$ cat config.mk
export PLATFORM = sky130hd
export DESIGN_NAME = fifo_read_ctrl
export DESIGN_NICKNAME = d
export VERILOG_FILES = /design/src/rtl/fifo_pkg.sv /design/src/rtl/fifo_sync2.sv /design/src/rtl/fifo_read_ctrl.sv
export SDC_FILE = /design/constraint.sdc
export NUM_CORES = 1
export LEC_CHECK = 0
export BUFFER_PORTS_ARGS = -buffer_cell sky130_fd_sc_hd__clkbuf_2
export CORE_UTILIZATION = 25
export DETAILED_ROUTE_END_ITERATION = 6
export GPL_TIMING_DRIVEN = 0
export PLACE_DENSITY = 0.46
export SETUP_SLACK_MARGIN = 0.1
export SYNTH_ARGS = -nofsm -noshare
export SYNTH_HDL_FRONTEND = slang
export SYNTH_SLANG_ARGS = --single-unit
$ cat constraint.sdc
create_clock -name read_clk -period 6.8 [get_ports read_clk]
set_input_delay 0.34 -clock read_clk [delete_from_list [all_inputs] [get_ports read_clk]]
set_output_delay 0.34 -clock read_clk [all_outputs]
set_load 0.02 [all_outputs]
$ cat src/rtl/fifo_pkg.sv
// fifo_pkg: helpers shared by the read and write sides of the async FIFO.
//   fifo_depth : number of words for a given address width
//   bin2gray   : binary to Gray conversion (32-bit, callers truncate)
//   gray2bin   : Gray to binary conversion (32-bit, callers zero-extend)
package fifo_pkg;

  function automatic int unsigned fifo_depth(input int unsigned aw);
    return 32'd1 << aw;
  endfunction

  function automatic logic [31:0] bin2gray(input logic [31:0] b);
    return b ^ (b >> 1);
  endfunction

  // Zero-extended upper Gray bits decode to zero, so a narrow pointer can be
  // passed through this full-width version and truncated afterwards.
  function automatic logic [31:0] gray2bin(input logic [31:0] g);
    logic [31:0] b;
    b[31] = g[31];
    for (int i = 30; i >= 0; i--) begin
      b[i] = b[i+1] ^ g[i];
    end
    return b;
  endfunction

endpackage

$ cat src/rtl/fifo_sync2.sv
// fifo_sync2: two-flop synchroniser for a Gray-coded pointer crossing into
// the local clock domain. Used on both sides of the async FIFO.
//   clk   : destination-domain clock
//   rst_n : asynchronous active-low reset
//   d     : source-domain value (unsynchronised)
//   q     : value after two destination-domain flops
module fifo_sync2 #(
  parameter int unsigned width = 4
) (
  input  logic             clk,
  input  logic             rst_n,
  input  logic [width-1:0] d,
  output logic [width-1:0] q
);

  logic [width-1:0] wq1_q;
  logic [width-1:0] wq2_q;

  always_ff @(posedge clk or negedge rst_n) begin
    if (!rst_n) begin
      wq1_q <= '0;
      wq2_q <= '0;
    end else begin
      wq1_q <= d;
      wq2_q <= wq1_q;
    end
  end

  assign q = wq2_q;

endmodule

$ cat src/rtl/fifo_read_ctrl.sv
// fifo_read_ctrl: read-side controller of the async FIFO, read domain only.
// Synchronises the write Gray pointer, keeps binary/Gray read pointers,
// produces empty / almost-empty / level status and a first-word-fall-through
// output register with a valid/ready handshake.
//   read_clk, read_rst_n : clock, async active-low reset
//   write_ptr_gray       : write pointer (Gray), unsynchronised
//   read_data            : memory data at read_address (combinational)
//   out_ready            : consumer accepts out_data
//   read_address         : memory read address
//   read_ptr_gray        : registered Gray read pointer to the write side
//   read_empty           : no unread word in memory
//   read_almost_empty    : read_level <= almost_empty_level
//   read_level           : unread words in memory (conservative)
//   out_data, out_valid  : output register and its valid flag
module fifo_read_ctrl
  import fifo_pkg::*;
#(
  parameter int unsigned data_size          = 8,
  parameter int unsigned address_size       = 3,
  parameter int unsigned almost_empty_level = 1
) (
  input  logic                    read_clk,
  input  logic                    read_rst_n,
  input  logic [address_size:0]   write_ptr_gray,
  input  logic [data_size-1:0]    read_data,
  input  logic                    out_ready,
  output logic [address_size-1:0] read_address,
  output logic [address_size:0]   read_ptr_gray,
  output logic                    read_empty,
  output logic                    read_almost_empty,
  output logic [address_size:0]   read_level,
  output logic [data_size-1:0]    out_data,
  output logic                    out_valid
);

  localparam int unsigned depth = fifo_depth(address_size);
  localparam int unsigned ptr_w = $clog2(depth) + 1;

  logic [ptr_w-1:0]     wq2;
  logic [ptr_w-1:0]     rbin_q, rbin_d;
  logic [ptr_w-1:0]     rgray_q, rgray_d;
  logic [ptr_w-1:0]     level_q, level_d;
  logic                 empty_q, empty_d;
  logic                 almost_q, almost_d;
  logic [data_size-1:0] out_data_q, out_data_d;
  logic                 out_valid_q, out_valid_d;
  logic                 pop;

  fifo_sync2 #(.width(ptr_w)) u_sync_wptr (
    .clk   (read_clk),
    .rst_n (read_rst_n),
    .d     (write_ptr_gray),
    .q     (wq2)
  );

  always_comb begin
    pop         = !empty_q && (!out_valid_q || out_ready);
    rbin_d      = rbin_q + ptr_w'(pop);
    rgray_d     = ptr_w'(bin2gray(32'(rbin_d)));
    empty_d     = (rgray_d == wq2);
    // Modulo subtraction against the lagging synchronised pointer: the level
    // may under-report during a write race but never over-reports.
    level_d     = ptr_w'(gray2bin(32'(wq2))) - rbin_d;
    almost_d    = (32'(level_d) <= almost_empty_level);
    out_data_d  = out_data_q;
    out_valid_d = out_valid_q;
    if (pop) begin
      out_data_d  = read_data;
      out_valid_d = 1'b1;
    end else if (out_ready) begin
      out_valid_d = 1'b0;
    end
  end

  always_ff @(posedge read_clk or negedge read_rst_n) begin
    if (!read_rst_n) begin
      rbin_q      <= '0;
      rgray_q     <= '0;
      level_q     <= '0;
      empty_q     <= 1'b1;
      almost_q    <= 1'b1;
      out_data_q  <= '0;
      out_valid_q <= 1'b0;
    end else begin
      rbin_q      <= rbin_d;
      rgray_q     <= rgray_d;
      level_q     <= level_d;
      empty_q     <= empty_d;
      almost_q    <= almost_d;
      out_data_q  <= out_data_d;
      out_valid_q <= out_valid_d;
    end
  end

  assign read_address      = rbin_q[address_size-1:0];
  assign read_ptr_gray     = rgray_q;
  assign read_empty        = empty_q;
  assign read_almost_empty = almost_q;
  assign read_level        = level_q;
  assign out_data          = out_data_q;
  assign out_valid         = out_valid_q;

endmodule

==> flow_summary.json, run 1 <==
{
  "outcome": "complete, no violations",
  "grtUsageTotal_pct": 9.25,
  "internal_power_w": 0.000461,
  "final.setup.worst_slack_ns": 4.05,
  "floorplan.initialDensity_pct": 27.0,
  "slew_headroom_pct": 50.2,
  "first_pass_grt_wire_length_mm": 3.46,
  "antenna_cells_inserted": 0,
  "synthToLayoutAreaGrowth_pct": 26.8,
  "floorplan.die.width_um": 71.7,
  "layout_common_cells": "clkbuf_2, dfrtp_1, xnor2_1",
  "arrival_ns": 2.94,
  "post_synth_inst_count": 80,
  "pwr_density_cell_nw_per_um2": 485,
  "simple_gate_share_of_the_synthesized_area_pct": 3.71,
  "cts_tree": "yes",
  "tritoncts_sinks": 30,
  "drv_slew": 0,
  "synthDistinctLibCells": 24,
  "grt_antenna_before_repair": 0,
  "fin_area_um2": 1540,
  "die_h_um": 71.7,
  "pwr-share-seq_pct": 34.8,
  "synth_sequential_area_ratio_pct": 62.0,
  "row_count": 24,
  "drt-total-wl_mm": 2.05,
  "timing.critical_path.from_type": "flip-flop",
  "cts-root-buf": "clkbuf_8",
  "setup.worst_path.end_class": "flip-flop",
  "overall_die_area_um2": 5140,
  "detailed_place_hpwl_mm": 1.54,
  "layout_commonest_cell": "clkbuf_2",
  "worstHoldPathType": "input pin to asynchronous set/reset pin",
  "boundaryPins": 37,
  "power_leakage_nw": 0.748,
  "timing.critical_path.cells": "a21oi_2 > ha_1 > ha_1 > xnor2_1 > ha_1 > or3b_2 > o311ai_4 > xnor2_1 > nor3_2",
  "ir_drop_mv": 0.112,
  "cts_hold_buffers": 0,
  "r2r-end": "read_almost_empty$_DFF_PN1_",
  "nNetsFinal": 143,
  "cts_post_setup_buffers_inserted": 0,
  "detail_route.first_pass.iterations": 4,
  "power_switching_w": 0.000286,
  "finalCritPeriodShare_pct": 40.4,
  "crit_path_max_fanout": 9,
  "synth.mux.area_fraction_pct": 8.24,
  "final_tns_setup_ns": 0,
  "drt-initial-drc-count": 35,
  "achievable-frequency_ghz": 0.364,
  "drtAntennaViolNets": 0,
  "route.detailed.drc": 0,
  "pin_count_of_the_biggest_net_entering_global_routing": 31,
  "min_period_ns": 2.75,
  "whs_ns": 0.124,
  "pre_cts_ws_ns": 3.97,
  "rsz_0062_raised_after_global_routing": "no",
  "clk-insertion-delay-late_ns": 0.27,
  "synth_compound_area_share_pct": 4.53,
  "synth_xor_area_share_pct": 13.9,
  "worst_r2r_startpoint": "out_valid$_DFFE_PN0P_",
  "gp_congestion": 0.643,
  "placed_area_um2": 1460,
  "timing.clock.skew_ns": 0.00455,
  "clock_power_share_pct": 17.8,
  "setup.reg_to_reg.worst_slack_ns": 4.05,
  "cap_violations": 0,
  "detail_route.vias_per_cell": 3.95,
  "post_synth.cell_area_avg_um2": 15.2,
  "first_global_vias": 754,
  "setup-violations-final": 0,
  "core_area_um2": 4500,
  "worst_pin_slew_ns": 0.747,
  "reg2regPathDepth": 9,
  "crit_path_frequent_cell": "ha_1",
  "vias_post_dr": 696,
  "hold_violations": 0,
  "syn-num-nets": 100,
  "worst_path_largest_cell_delay_ns": 0.47,
  "yosys_register_bits": 30,
  "synth_top_family_by_area": "XOR/XNOR gates",
  "critical_path_required_ns": 7.00,
  "criticalPathCategory": "flip-flop to flip-flop",
  "layout-drive-gt1-share_pct": 43.5,
  "cts-htree-levels": 2,
  "crit_path_top_delay_cell": "or3b_2",
  "postCtsResizedCells": 0,
  "syn-cell-area_um2": 1210,
  "clock_buffer_count_from_cts": 5,
  "sw_frac_of_total_pct": 38.3,
  "place.port_buffers": 36,
  "maximum_buffer_depth_of_the_clock_tree": 2,
  "grt.overflow.total": 0,
  "pwr-share-comb_pct": 47.5,
  "yosysWarningCount": 0,
  "wire_per_inst_um": 11.7,
  "clk_transition_reported_paths_ns": 0.06,
  "synth_adder_area_share_pct": 5.15
}
-- worst max-delay path by stage --
stage | slack, ns | from | to | cells past startpoint
after floorplan | 4.22 | out_valid$_DFFE_PN0P_ | read_almost_empty$_DFF_PN1_ | 9
after global placement | 3.98 | out_ready | read_almost_empty$_DFF_PN1_ | 11
after detailed placement | 3.97 | out_ready | read_almost_empty$_DFF_PN1_ | 11
after CTS | 4.03 | out_valid$_DFFE_PN0P_ | read_almost_empty$_DFF_PN1_ | 9
after global routing | 3.87 | out_valid$_DFFE_PN0P_ | read_almost_empty$_DFF_PN1_ | 9
final | 4.05 | out_valid$_DFFE_PN0P_ | read_almost_empty$_DFF_PN1_ | 9
-- flip-flops by register name, indices dropped and copies added (netlist names) --
register and flops:
out_data 8, read_empty 1, read_ptr_gray 3, out_valid 1
read_level 4, u_sync_wptr.wq1_q 4, rbin_q 4, read_almost_empty 1
u_sync_wptr.q 4
-- critical path, delay by kind of cell (launching register included) --
kind	cells	cell delay, ns
flip-flops	1	0.41
AND/OR/NAND/NOR	2	0.52
AO/OA/AOI/OAI	2	0.53
adder cells (fa/ha/maj)	3	0.87
XOR/XNOR	2	0.35
-- layer usage --
layer / up-vias / wire length, um / track usage, %
met4: 0 / 27 / 4.58
met3: 4 / 106 / 4.64
met1: 330 / 936 / 10.9
met5: - / 0 / 0
met2: 15 / 983 / 13.9
li1: 347 / - / -
-- cell usage after synthesis --
cell type,instances,area (um^2)
a21boi_1,1,7.51
a21oi_2,1,8.76
and2_1,2,12.5
clkbuf_1,1,3.75
dfrtp_1,28,701
dfstp_2,2,52.6
ha_1,5,62.6
inv_1,6,22.5
inv_2,1,3.75
mux2_1,3,33.8
mux2_2,5,56.3
mux2i_1,1,10.0
nand3_1,1,5.00
nor2_1,1,3.75
nor3_1,1,5.00
nor3_2,1,10.0
o21ai_0,1,5.00
o21bai_1,1,7.51
o311ai_4,1,26.3
or3b_2,1,8.76
xnor2_1,8,70.1
xnor3_1,1,22.5
xnor3_2,1,23.8
xor2_1,6,52.6
-- power by group through the flow --
stage / combinational (W) / clock [W] / sequential, W
final: 0.000355 / 0.000133 / 0.000260
after global routing: 0.000394 / 0.000147 / 0.000268
after CTS: 0.000364 / 0.000140 / 0.000261
after detailed placement: 0.000363 / 0 / 0.000264
after global placement: 0.000359 / 0 / 0.000261
after floorplan: 0.000213 / 0 / 0.000320
-- through the flow --
step	utilization (%)	power, W	cells
2_1_floorplan	-	0.000533	80
3_3_place_gp	32.4	0.000620	168
3_5_place_dp	32.4	0.000626	168
4_1_cts	34.2	0.000764	176
5_1_grt	34.2	0.000809	176
6_report	34.2	0.000747	176
-- kinds of logic after synthesis --
logic type,count (synthesis)
compound gates,5
mux,9
flops,30
simple gates,7
buf+inv,8
fa+ha+maj,5
xor+xnor,16
-- layout make-up --
cell class | count | area (um^2)
multi-input combinational | 42 | 432
timing repair buffer | 36 | 180
inverter | 7 | 26.3
buffer | 1 | 3.75
tap | 52 | 65.1
fill | 450 | 2960
clock buffer | 8 | 80.1
sequential | 30 | 753
Power figures use the tool's default switching activity.
==> run 2: changes to the inputs <==
- clock period: 6.8 -> 2.6 ns (I/O delays scaled with it)
==> run 2 against run 1 <==
Total power rose to 2.7 times the previous value. Wire length rose by 2.2%. Core utilization is 2.1 points higher. Critical endpoint unchanged. Final cell count grew 2.8%. Largest power group unchanged. Combinational power grew to 2.8 times the previous value. Clock-buffer cell count is 2 lower.
==> flow_summary.json, run 2 (synthesized netlist as in run 1, its figures left out) <==
{
  "pwr_density_cell_nw_per_um2": 1250,
  "crit_path_max_fanout": 3,
  "vias_post_dr": 734,
  "achievable-frequency_ghz": 0.425,
  "outcome": "complete, no violations",
  "antenna_cells_inserted": 0,
  "timing.clock.skew_ns": 0.00398,
  "pwr-share-comb_pct": 48.1,
  "clk_transition_reported_paths_ns": 0.06,
  "die_h_um": 71.7,
  "drt-total-wl_mm": 2.10,
  "drv_slew": 0,
  "whs_ns": 0.0538,
  "arrival_ns": 2.56,
  "boundaryPins": 37,
  "setup.reg_to_reg.worst_slack_ns": 0.25,
  "grt.overflow.total": 0,
  "hold_path_startpoint": "out_ready",
  "setup.worst_path.end_class": "flip-flop",
  "worst_path_largest_cell_delay_ns": 0.57,
  "rsz_0062_raised_after_global_routing": "no",
  "clk-insertion-delay-late_ns": 0.27,
  "detail_route.first_pass.iterations": 2,
  "place_inst": 168,
  "critical_path_required_ns": 2.80,
  "flip_flop_count_of_the_largest_register_all_copies_and_words_added": 8,
  "timing.hold.worst_path_depth": 2,
  "final_tns_setup_ns": 0,
  "clock_buffer_count_from_cts": 5,
  "gp_congestion": 0.686,
  "timing.critical_path.cells": "a21oi_4 > ha_2 > ha_2 > xnor2_2 > ha_1 > or3b_2 > o311ai_4 > xnor2_2 > nor3_2",
  "criticalPathCategory": "flip-flop to flip-flop",
  "slew_headroom_pct": 50.8,
  "pwr-share-seq_pct": 33.3,
  "hold_violations": 0,
  "first_global_vias": 773,
  "worstHoldPathType": "input pin to flip-flop",
  "floorplan.die.width_um": 71.7,
  "power_leakage_nw": 0.789,
  "overall_die_area_um2": 5140,
  "pin_count_of_the_biggest_net_entering_global_routing": 31,
  "drtAntennaViolNets": 0,
  "floorplan.initialDensity_pct": 27.0,
  "cts_tree": "yes",
  "finalCritPeriodShare_pct": 90.4,
  "reg2regPathDepth": 9,
  "first_pass_grt_wire_length_mm": 3.59,
  "grt_antenna_before_repair": 0,
  "maximum_buffer_depth_of_the_clock_tree": 2,
  "timing.critical_path.from_type": "flip-flop",
  "sw_frac_of_total_pct": 38.0,
  "row_count": 24,
  "min_period_ns": 2.35,
  "detailed_place_hpwl_mm": 1.57,
  "route.detailed.drc": 0,
  "finish.cell_count_without_fillers": 181,
  "wire_per_inst_um": 11.6,
  "cts-htree-levels": 2,
  "layout_common_cells": "clkbuf_2, dfrtp_1",
  "worst_r2r_startpoint": "read_empty$_DFF_PN1_",
  "cap_violations": 0,
  "core_area_um2": 4500,
  "layout-drive-gt1-share_pct": 48.1,
  "holdPathEnd": "out_valid$_DFFE_PN0P_",
  "internal_power_w": 0.00127,
  "worst_pin_slew_ns": 0.738,
  "grtUsageTotal_pct": 9.66,
  "crit_path_top_delay_cell": "dfstp_2",
  "nNetsFinal": 148,
  "r2r-end": "read_almost_empty$_DFF_PN1_",
  "detail_route.vias_per_cell": 4.06,
  "clock_power_share_pct": 18.6,
  "synthToLayoutAreaGrowth_pct": 34.7,
  "cts-root-buf": "clkbuf_8",
  "setup-violations-final": 0,
  "place.port_buffers": 36,
  "power_switching_w": 0.000779,
  "ir_drop_mv": 0.310,
  "drt-initial-drc-count": 14,
  "tritoncts_sinks": 30,
  "layout_commonest_cell": "clkbuf_2"
}
run 2: repair_timing:
action                     CTS  global route
hold buffers                 5             0
pin swaps                    1             0
setup endpoints to repair    2             2
gates cloned                 0             0
setup buffers                1             0
resized for setup            2             2
hold endpoints to repair    32             0
run 2: worst max-delay path, delay by kind of cell, from the launching register on:
| kind | cells | cell delay (ns) |
|---|---|---|
| flops | 1 | 0.57 |
| simple gates | 2 | 0.52 |
| fa+ha+maj | 3 | 0.70 |
| compound gates | 2 | 0.15 |
| xor+xnor | 2 | 0.33 |
run 2: metal layers:
layer	routed length (um)	global-route usage (%)
met4	58	6.54
met3	88	3.80
met5	0	0
met1	883	10.7
met2	1070	15.3
run 2: worst max-delay path by stage:
stage / startpoint / to / slack [ns] / cells after the start
after detailed placement: out_valid$_DFFE_PN0P_ / read_almost_empty$_DFF_PN1_ / -0.04 / 9
after global placement: out_valid$_DFFE_PN0P_ / read_almost_empty$_DFF_PN1_ / -0.02 / 9
after global routing: read_empty$_DFF_PN1_ / read_almost_empty$_DFF_PN1_ / 0.13 / 9
after floorplan: out_valid$_DFFE_PN0P_ / read_almost_empty$_DFF_PN1_ / 0.11 / 9
final: read_empty$_DFF_PN1_ / read_almost_empty$_DFF_PN1_ / 0.25 / 9
after CTS: read_empty$_DFF_PN1_ / read_almost_empty$_DFF_PN1_ / 0.13 / 9
run 2: power groups by stage:
stage / Combinational (W) / Sequential, W / Clock (W)
2_1_floorplan: 0.000557 / 0.000838 / 0
3_3_place_gp: 0.000940 / 0.000685 / 0
3_5_place_dp: 0.000955 / 0.000692 / 0
4_1_cts: 0.00100 / 0.000685 / 0.000397
5_1_grt: 0.00109 / 0.000702 / 0.000424
6_report: 0.000987 / 0.000682 / 0.000381
run 2: metrics by stage:
step	power [W]	setup WS, ns	util (%)	area, um^2
after floorplan	0.00140	0.108	-	1220
after global placement	0.00163	-0.0193	32.6	1470
after detailed placement	0.00165	-0.0390	32.6	1470
after CTS	0.00209	0.129	36.3	1640
after global routing	0.00221	0.127	36.3	1640
final	0.00205	0.249	36.3	1640
run 2: final cells by class:
cell class / instances / area [um^2]
multi-input cells: 42 / 459
flip-flops and latches: 30 / 753
clock buffers: 6 / 82.6
inverters: 7 / 26.3
repair buffers: 42 / 238
well taps: 52 / 65.1
clock inverters: 2 / 12.5
fillers: 449 / 2870
